`config.mk`:
```
export PLATFORM = sky130hd
export DESIGN_NAME = phase_sync_ctrl
export DESIGN_NICKNAME = d
export VERILOG_FILES = /design/src/rtl/qpsk_pkg.sv /design/src/rtl/sym_strobe_gen.sv /design/src/rtl/phase_sync_ctrl.sv
export SDC_FILE = /design/constraint.sdc
export NUM_CORES = 1
export LEC_CHECK = 0
export CAP_MARGIN = 20
export CELL_PAD_IN_SITES_DETAIL_PLACEMENT = 0
export CELL_PAD_IN_SITES_GLOBAL_PLACEMENT = 1
export CORE_ASPECT_RATIO = 0.7
export CORE_MARGIN = 2
export CORE_UTILIZATION = 38
export DETAILED_ROUTE_END_ITERATION = 16
export PLACE_DENSITY_LB_ADDON = 0.2
export SETUP_SLACK_MARGIN = 0.1
export SLEW_MARGIN = 10
export SYNTH_ARGS = -nofsm -noshare
export SYNTH_HDL_FRONTEND = slang
export SYNTH_SLANG_ARGS = --single-unit
```
`constraint.sdc`:
```
create_clock -name clk -period 3.1 [get_ports clk]
set_clock_uncertainty 0.05 [all_clocks]
set_input_delay 0.465 -clock clk [delete_from_list [all_inputs] [get_ports clk]]
set_output_delay 0.465 -clock clk [all_outputs]
set_load 0.005 [all_outputs]
```
`src/rtl/qpsk_pkg.sv`:
```
// rtl/qpsk_pkg.sv - shared types and defaults for the QPSK rx phase controller
package qpsk_pkg;

  localparam int UPSAMPLE_DEF = 4;

  typedef enum logic [1:0] {
    ST_IDLE,
    ST_SETTLE,
    ST_MEASURE,
    ST_DECIDE
  } sync_state_e;

  typedef enum logic {
    MODE_SWEEP,
    MODE_TRACK
  } sync_mode_e;

endpackage

```
`src/rtl/sym_strobe_gen.sv`:
```
// rtl/sym_strobe_gen.sv - free-running 1-in-UPSAMPLE symbol strobe
module sym_strobe_gen
  import qpsk_pkg::*;
#(
  parameter int UPSAMPLE = UPSAMPLE_DEF
) (
  input  logic clk,
  input  logic rst,
  output logic sym_stb
);

  localparam int DIV_W = (UPSAMPLE > 1) ? $clog2(UPSAMPLE) : 1;
  localparam logic [DIV_W-1:0] DIV_LAST = DIV_W'(UPSAMPLE - 1);

  logic [DIV_W-1:0] div;

  always_ff @(posedge clk) begin
    if (rst) begin
      div     <= '0;
      sym_stb <= 1'b0;
    end else begin
      sym_stb <= (div == DIV_LAST);
      div     <= (div == DIV_LAST) ? '0 : div + 1'b1;
    end
  end

endmodule

```
`src/rtl/phase_sync_ctrl.sv`:
```
// rtl/phase_sync_ctrl.sv - rx sampling-phase acquisition and lock tracking
module phase_sync_ctrl
  import qpsk_pkg::*;
#(
  parameter int UPSAMPLE    = UPSAMPLE_DEF,
  parameter int PHASE_W     = 2,
  parameter int SETTLE      = 64,
  parameter int WINDOW      = 1024,
  parameter int CNT_W       = 11,
  parameter int LOSS_THRESH = 32
) (
  input  logic               clk,
  input  logic               rst,
  input  logic               i_enable,
  input  logic               i_err,
  output logic               o_sym_stb,
  output logic [PHASE_W-1:0] o_phase,
  output logic               o_locked,
  output logic               o_busy,
  output logic [CNT_W-1:0]   o_err_cnt
);

  localparam int SYM_W = $clog2(((WINDOW > SETTLE) ? WINDOW : SETTLE) + 1);
  localparam logic [SYM_W-1:0]   SETTLE_LAST = SYM_W'(SETTLE - 1);
  localparam logic [SYM_W-1:0]   WINDOW_LAST = SYM_W'(WINDOW - 1);
  localparam logic [PHASE_W-1:0] CAND_LAST   = PHASE_W'(UPSAMPLE - 1);
  localparam logic [CNT_W-1:0]   THRESH      = CNT_W'(LOSS_THRESH);

  sync_state_e        state, state_nxt;
  sync_mode_e         mode, mode_nxt;
  logic [PHASE_W-1:0] cand, cand_nxt;
  logic [PHASE_W-1:0] best_phase, best_phase_nxt;
  logic [CNT_W-1:0]   best_err, best_err_nxt;
  logic [CNT_W-1:0]   err_acc, err_acc_nxt;
  logic [SYM_W-1:0]   sym_cnt, sym_cnt_nxt;
  logic [PHASE_W-1:0] phase_nxt;
  logic               locked_nxt;
  logic [CNT_W-1:0]   err_cnt_nxt;
  logic               restart;
  logic               better;
  logic [CNT_W-1:0]   dec_err;
  logic [PHASE_W-1:0] dec_phase;

  sym_strobe_gen #(
    .UPSAMPLE(UPSAMPLE)
  ) u_stb (
    .clk    (clk),
    .rst    (rst),
    .sym_stb(o_sym_stb)
  );

  assign o_busy = (state != ST_IDLE);

  // Strict compare: a tie keeps the earlier (lower) candidate phase.
  assign better    = (err_acc < best_err);
  assign dec_err   = better ? err_acc : best_err;
  assign dec_phase = better ? cand : best_phase;

  always_ff @(posedge clk) begin
    if (rst) begin
      state      <= ST_IDLE;
      mode       <= MODE_SWEEP;
      cand       <= '0;
      best_phase <= '0;
      best_err   <= '1;
      err_acc    <= '0;
      sym_cnt    <= '0;
      o_phase    <= '0;
      o_locked   <= 1'b0;
      o_err_cnt  <= '0;
    end else begin
      state      <= state_nxt;
      mode       <= mode_nxt;
      cand       <= cand_nxt;
      best_phase <= best_phase_nxt;
      best_err   <= best_err_nxt;
      err_acc    <= err_acc_nxt;
      sym_cnt    <= sym_cnt_nxt;
      o_phase    <= phase_nxt;
      o_locked   <= locked_nxt;
      o_err_cnt  <= err_cnt_nxt;
    end
  end

  always_comb begin
    state_nxt      = state;
    mode_nxt       = mode;
    cand_nxt       = cand;
    best_phase_nxt = best_phase;
    best_err_nxt   = best_err;
    err_acc_nxt    = err_acc;
    sym_cnt_nxt    = sym_cnt;
    phase_nxt      = o_phase;
    locked_nxt     = o_locked;
    err_cnt_nxt    = o_err_cnt;
    restart        = 1'b0;

    if (!i_enable) begin
      state_nxt  = ST_IDLE;
      locked_nxt = 1'b0;
    end else begin
      case (state)
        ST_IDLE: restart = 1'b1;

        ST_SETTLE: begin
          if (o_sym_stb) begin
            if (sym_cnt == SETTLE_LAST) begin
              state_nxt   = ST_MEASURE;
              sym_cnt_nxt = '0;
              err_acc_nxt = '0;
            end else begin
              sym_cnt_nxt = sym_cnt + 1'b1;
            end
          end
        end

        ST_MEASURE: begin
          if (o_sym_stb) begin
            err_acc_nxt = err_acc + {{(CNT_W-1){1'b0}}, i_err};
            if (sym_cnt == WINDOW_LAST) begin
              state_nxt = ST_DECIDE;
            end else begin
              sym_cnt_nxt = sym_cnt + 1'b1;
            end
          end
        end

        ST_DECIDE: begin
          if (mode == MODE_SWEEP) begin
            best_err_nxt   = dec_err;
            best_phase_nxt = dec_phase;
            if (cand < CAND_LAST) begin
              cand_nxt    = cand + 1'b1;
              phase_nxt   = cand + 1'b1;
              state_nxt   = ST_SETTLE;
              sym_cnt_nxt = '0;
            end else if (dec_err <= THRESH) begin
              phase_nxt   = dec_phase;
              err_cnt_nxt = dec_err;
              locked_nxt  = 1'b1;
              mode_nxt    = MODE_TRACK;
              state_nxt   = ST_SETTLE;
              sym_cnt_nxt = '0;
            end else begin
              err_cnt_nxt = dec_err;
              restart     = 1'b1;
            end
          end else begin
            err_cnt_nxt = err_acc;
            if (err_acc <= THRESH) begin
              state_nxt   = ST_MEASURE;
              sym_cnt_nxt = '0;
              err_acc_nxt = '0;
            end else begin
              locked_nxt = 1'b0;
              restart    = 1'b1;
            end
          end
        end

        default: state_nxt = ST_IDLE;
      endcase

      if (restart) begin
        state_nxt    = ST_SETTLE;
        mode_nxt     = MODE_SWEEP;
        cand_nxt     = '0;
        phase_nxt    = '0;
        best_err_nxt = '1;
        sym_cnt_nxt  = '0;
      end
    end
  end

endmodule
```
# == Yosys cells after proc, flatten, opt, wreduce, memory -nomap -nowiden ==
# Cells that the tools add are included.
# totals
output_inout_bits,16
wordCells,125
register_bits,57
inputBits,4
# op_classes
muxes,56
reduce_logical,22
n_eq_ne,24
bitwise,2
n_addsub,4
magnitude_cmp,4
# ops
operator,count
$mux W11,19
$pmux W11 S3,2
$mux W2,18
$reduce_and A7 Y1,4
$le A11 B6 Y1 const B,2
$mux W1,15
$ne A2 B2 Y1 const B,6
$ne A3 B3 Y1 const B,4
$reduce_and A4 Y1,3
$add A11 B1 Y11,1
$add A11 B1 Y11 const B,1
$eq A11 B10 Y1 const B,1
$eq A11 B6 Y1 const B,1
$lt A11 B11 Y1,1
$reduce_and A3 Y1,3
$ne A4 B4 Y1 const B,2
$reduce_bool A2 Y1,4
$eq A2 B2 Y1 const B,3
$ne A2 B1 Y1 const B,3
$ne A3 B2 Y1 const B,2
$pmux W2 S3,1
$reduce_bool A3 Y1,2
$ne A5 B5 Y1 const B,1
$add A2 B1 Y2 const B,2
9 further kinds,11

# == Logic depth before layout (Yosys ltp) ==
# depth
ltp_word,10
ltp_mapped,11
mapped_depth_nobuf,10

# == Cells and area by module ==
# A second synthesis with hierarchy kept.
# unflattened
cells_unflattened,380
hier_area_um2,3121.7
# modules_own_cells
mod,cells_each,seq_area_each_um2,area_per_inst_um2,instances
phase_sync_ctrl,373,1081.0,3025.4,1
sym_strobe_gen,7,60.1,96.3,1

# == Least setup slack after synthesis ==
# OpenSTA, ideal clock, no wires.
# synth_path
path_type,register -> register
start,reg best_err[10]
end,reg sym_cnt[7]
path_stages_with_launch,12
path_slack_ps,478
t_arrival_ps,2458
required_ps,2936
synth_period_minus_slack_ps,2622
path_buffers,1
setup_ps,114
cell_sequence,dfxtp_1 -> inv_1 -> ha_1 -> and3_1 -> and3_1 -> nor3_1 -> o22ai_1 -> o31a_1 -> buf_4 -> and2_1 -> o2bb2ai_1 -> a21o_1
# synth_via
elab_chain_len,10
word_cells_on_any_way,16
classes_between,order compare: 2; eq/ne: 5; mux: 7; reduce/logical: 2
# synth_rtl
item,line_no,text
from (decl),phase_sync_ctrl.sv:33,"logic [CNT_W-1:0] best_err, best_err_nxt;"
from (signal assigned),phase_sync_ctrl.sv:76,best_err <= best_err_nxt;
$lt A11 B11 Y1,phase_sync_ctrl.sv:55,assign better = (err_acc < best_err);
$mux W11 *,phase_sync_ctrl.sv:56,assign dec_err = better ? err_acc : best_err;
$le A11 B6 Y1 *,phase_sync_ctrl.sv:137,end else if (dec_err <= THRESH) begin
$mux W1,phase_sync_ctrl.sv:137,
$mux W1,phase_sync_ctrl.sv:132,if (cand < CAND_LAST) begin
$mux W1,phase_sync_ctrl.sv:129,if (mode == MODE_SWEEP) begin
$pmux W1 S2,phase_sync_ctrl.sv:102,case (state)
$mux W1,phase_sync_ctrl.sv:98,if (!i_enable) begin
"$ne A5 B5 Y1 (no source line), or another cell as far along",-,
$reduce_and A7 Y1 (no source line),-,
to (signal assigned),phase_sync_ctrl.sv:78,sym_cnt <= sym_cnt_nxt;
to (decl),phase_sync_ctrl.sv:35,"logic [SYM_W-1:0] sym_cnt, sym_cnt_nxt;"
# Every way passes the cells marked *; elsewhere a longest branch is shown, timed or not. The select of a mux whose other input is x is not followed.
# A chain may end at the register's enable or synchronous reset.

# == Worst setup path in the final report ==
# layout_path
start,reg err_acc[2]
end,reg best_err[6]
# layout_via
elab_chain_len,10
word_cells_on_any_way,16
classes_between,order compare: 3; eq/ne: 1; mux: 10; reduce/logical: 2
# layout_rtl
item,line_no,text
from (decl),phase_sync_ctrl.sv:34,"logic [CNT_W-1:0] err_acc, err_acc_nxt;"
from (signal assigned),phase_sync_ctrl.sv:77,err_acc <= err_acc_nxt;
$lt A11 B11 Y1,phase_sync_ctrl.sv:55,
$mux W11,phase_sync_ctrl.sv:56,
$le A11 B6 Y1,phase_sync_ctrl.sv:137,
$mux W1,phase_sync_ctrl.sv:137,
$mux W1,phase_sync_ctrl.sv:132,
$mux W1,phase_sync_ctrl.sv:129,
$pmux W1 S2,phase_sync_ctrl.sv:102,
$mux W1,phase_sync_ctrl.sv:98,
$ne A2 B1 Y1 (no source line) or $reduce_bool A2 Y1 (tied branches),-,
$reduce_and A3 Y1 (no source line),-,
# Parallel ways exist; a longest one is shown, timed or not. The select of a mux whose other input is x is not followed.

==> results.md <==
- Outcome: complete, no violations
- Wirelength per Cell: 16.2 um
- Maximum clock path buffer count: 2
- Starting Density: 39.7%
- Layout Area Growth over Synthesis: 19.8%
- Leakage: 1.57 nW
- Post-Syn Area: 3180 um2
- RD Place Congestion: 0.857
- Setup crit end: best_err[6]$_SDFFE_PP1P_
- Kind of critical path: register to register
- DRC: 0
- Final Setup Violations: 0
- CTS Hold Buffers Added: 0
- Clk root buf: clkbuf_16
- Post-DP HPWL: 5900 um
- Mapped Nets: 401
- F_max: 0.356 GHz
- Final WS setup: 0.289 ns
- Share of cells above drive strength 1: 9.61%
- Mapped Avg Cell Area: 8.48 um2
- Crit path cell chain: ha_1 > a21oi_1 > o21ai_0 > a21oi_1 > o211a_1 > o31a_1 > buf_4 > nand3_1 > buf_4 > o32a_1
- Reg2reg setup slack: 0.29 ns
- N_diodes: 0
- Clock-pin slew on the worst setup and hold paths: 0.05 ns
- CP bufs+invs: 2
- RSZ-0062 raised after global routing: no
- Vias in the first global route: 2559
- Critical Path RT: 3.27 ns
- Clk_lat worst skew: 0.33 ns
- FF-to-FF path depth: 10
- Worst path max stage delay: 0.51 ns
- Core Util, Final: 47.6%
- Mapped Cells: 375
- Final WL: 8230 um
- CP delay by family, top: compound AO/OA/AOI/OAI gates
- Final hold vios: 0
- Min Tclk post-route: 2.81 ns
- Remaining antenna violation count: 0
- Crit path depth: 10
- Reg-to-reg startpoint: err_acc[2]$_SDFFE_PP0P_
- DR pass1 iterations: 4
- Crit Path Max Fanout: 11
- # IOs: 20
- Gr ovfl total: 0
- Port bufs: 19
- DR vias/cell: 5.74
- Vias: 2909
- Die width: 113 um
- Startpoint types: register
- Max-cap viol count: 0
- Largest net degree at the start of global routing: 46
- Gr usage total: 19.4%
- CTS tree: built
- Least-Margin Pin Slew: 0.518 ns
- Tightest Hold Check Type: register to register
- Ys Warns: 0
- Num rows: 27
- Final Max Tran Viols: 0
- DRT iter0 DRCs: 209
- Die height: 80.5 um
- Core ar.: 8010 um2
- Fin nets: 428
- Worst EP arrival: 2.98 ns
- Setup TNS: 0 ns
- TritonCTS buffer count: 9
- Initial antenna violation count: 0
- Flops & latches, synth: 57
- Post-synth cell types: 54
- Period utilization: 90.7%
- Asr flop ratio synth: 0%
- CTS H-tree depth: 3
- CP startpoint: err_acc[2]$_SDFFE_PP0P_
- Die area: 9130 um2
- Worst Setup End Kind: register
- Post-synth EDFFs: 0
- Sequential share of the synthesized area: 35.9%
- Post-place setup slack: 0.197 ns
- R2r endpoint: best_err[6]$_SDFFE_PP1P_
- CP max-delay cell: dfxtp_1
- Worst slew margin: 65.5%
- # clock sinks: 57
- Pwr per Cell Area: 486 nW/um2
- Maximum vdd drop: 0.000331 V
- Top_reg_cell synth: dfxtp_1
- First-pass GRT wire length: 13500 um
## cells in the mapped netlist (all sizes together), types with 7 or more instances
master  count  share of area, %
a21o       12               2.8
a21oi      17               2.8
a311oi     12               3.3
and3        9               1.8
clkbuf     14               1.7
dfxtp      57                36
ha         22               8.7
inv        20               2.4
nand2      26               3.1
nand2b      7               1.4
nand3      18               2.8
nor2       40               4.8
nor3       10               1.6
o21ai      22               3.6
o32a       11               3.5
xor2        9               2.5
## cells in the final DEF, fill, tap and decap left out, types with 5 or more instances in the layout
cell              n
o21ai_0          19
nor3b_1           5
nor3_1            9
dfxtp_1          57
a311oi_1         12
clkdlybuf4s50_1  19
nand2_1          26
inv_1            20
xor2_1            9
nand3_1          18
o22ai_1           5
buf_4            16
ha_1             22
mux2i_1           5
o32a_1           11
a21oi_1          16
nor2_1           39
nand2b_1          7
and3_1            9
clkbuf_16         9
a21o_1           12
## registers in the layout, indices dropped and copies added, names as in the netlist, 2 cells and up
name        cells
best_err       11
err_acc        11
o_err_cnt      11
sym_cnt        11
best_phase      2
cand            2
o_phase         2
state           2
u_stb.div       2
## report_power, final
group	switching [mW]	internal (mW)	total, mW
combinational	0.116	0.0860	0.202
sequential	0.0225	0.757	0.780
clock	0.320	0.549	0.869
total	0.458	1.39	1.85
## per-layer routing
layer	vias to the layer above	part of all wire [%]	global-route usage, %
met1	1391	56	29.6
met2	73	37	24.6
met5	-	0	0
li1	1436	-	-
met4	0	1.7	8.05
met3	9	5.4	5.58
## final cells by class
type	instances	area [um2]
timing repair buffer	35	310
clock inverter	4	20.0
fill	800	4200
sequential	57	1140
inverter	20	75.1
tap	101	126
multi-input combinational	279	1900
clock buffer	11	243
## cell families after synthesis
logic type               synth area share, %
flip-flops                              35.9
adder cells (fa/ha/maj)                 8.65
buffers and inverters                   4.88
multiplexers                            1.57
XOR/XNOR                                2.75
AO/OA/AOI/OAI                           23.6
AND/OR/NAND/NOR                         22.7
## worst min-delay path by stage
stage               slack, ns                     from  cells past startpoint                       to
global placement         0.36  u_stb.div[0]$_SDFF_PP0_                      1  u_stb.div[0]$_SDFF_PP0_
finish                   0.38  u_stb.div[0]$_SDFF_PP0_                      1  u_stb.div[0]$_SDFF_PP0_
CTS                      0.38  u_stb.div[0]$_SDFF_PP0_                      1  u_stb.div[0]$_SDFF_PP0_
detailed placement       0.38  u_stb.div[0]$_SDFF_PP0_                      1  u_stb.div[0]$_SDFF_PP0_
global route             0.40  u_stb.div[0]$_SDFF_PP0_                      1  u_stb.div[0]$_SDFF_PP0_
floorplan                0.36  u_stb.div[0]$_SDFF_PP0_                      1  u_stb.div[0]$_SDFF_PP0_
## through the flow
| stage | total power [mW] | cells | hold WS (ns) | cell area [um2] |
|---|---|---|---|---|
| floorplan | 0.926 | 375 | 0.357 | 3180 |
| global placement | 0.985 | 491 | 0.365 | 3530 |
| detailed placement | 0.989 | 491 | 0.376 | 3530 |
| CTS | 1.87 | 506 | 0.383 | 3790 |
| global route | 1.94 | 507 | 0.402 | 3810 |
| finish | 1.85 | 507 | 0.383 | 3810 |
## worst register-to-register path, cell delays in order (launching register included)
cell and delay [ns]:
dfxtp_1 0.51, ha_1 0.32, a21oi_1 0.15, o21ai_0 0.13, a21oi_1 0.31, o211a_1 0.26, o31a_1 0.21, buf_4 0.17
nand3_1 0.08, buf_4 0.21, o32a_1 0.29
## what timing repair did
| action | CTS | global route |
|---|---|---|
| setup endpoints to repair | 0 | 23 |
| setup buffers | 0 | 1 |
| gates resized for setup | 0 | 2 |
Power figures use the tool's default switching activity.
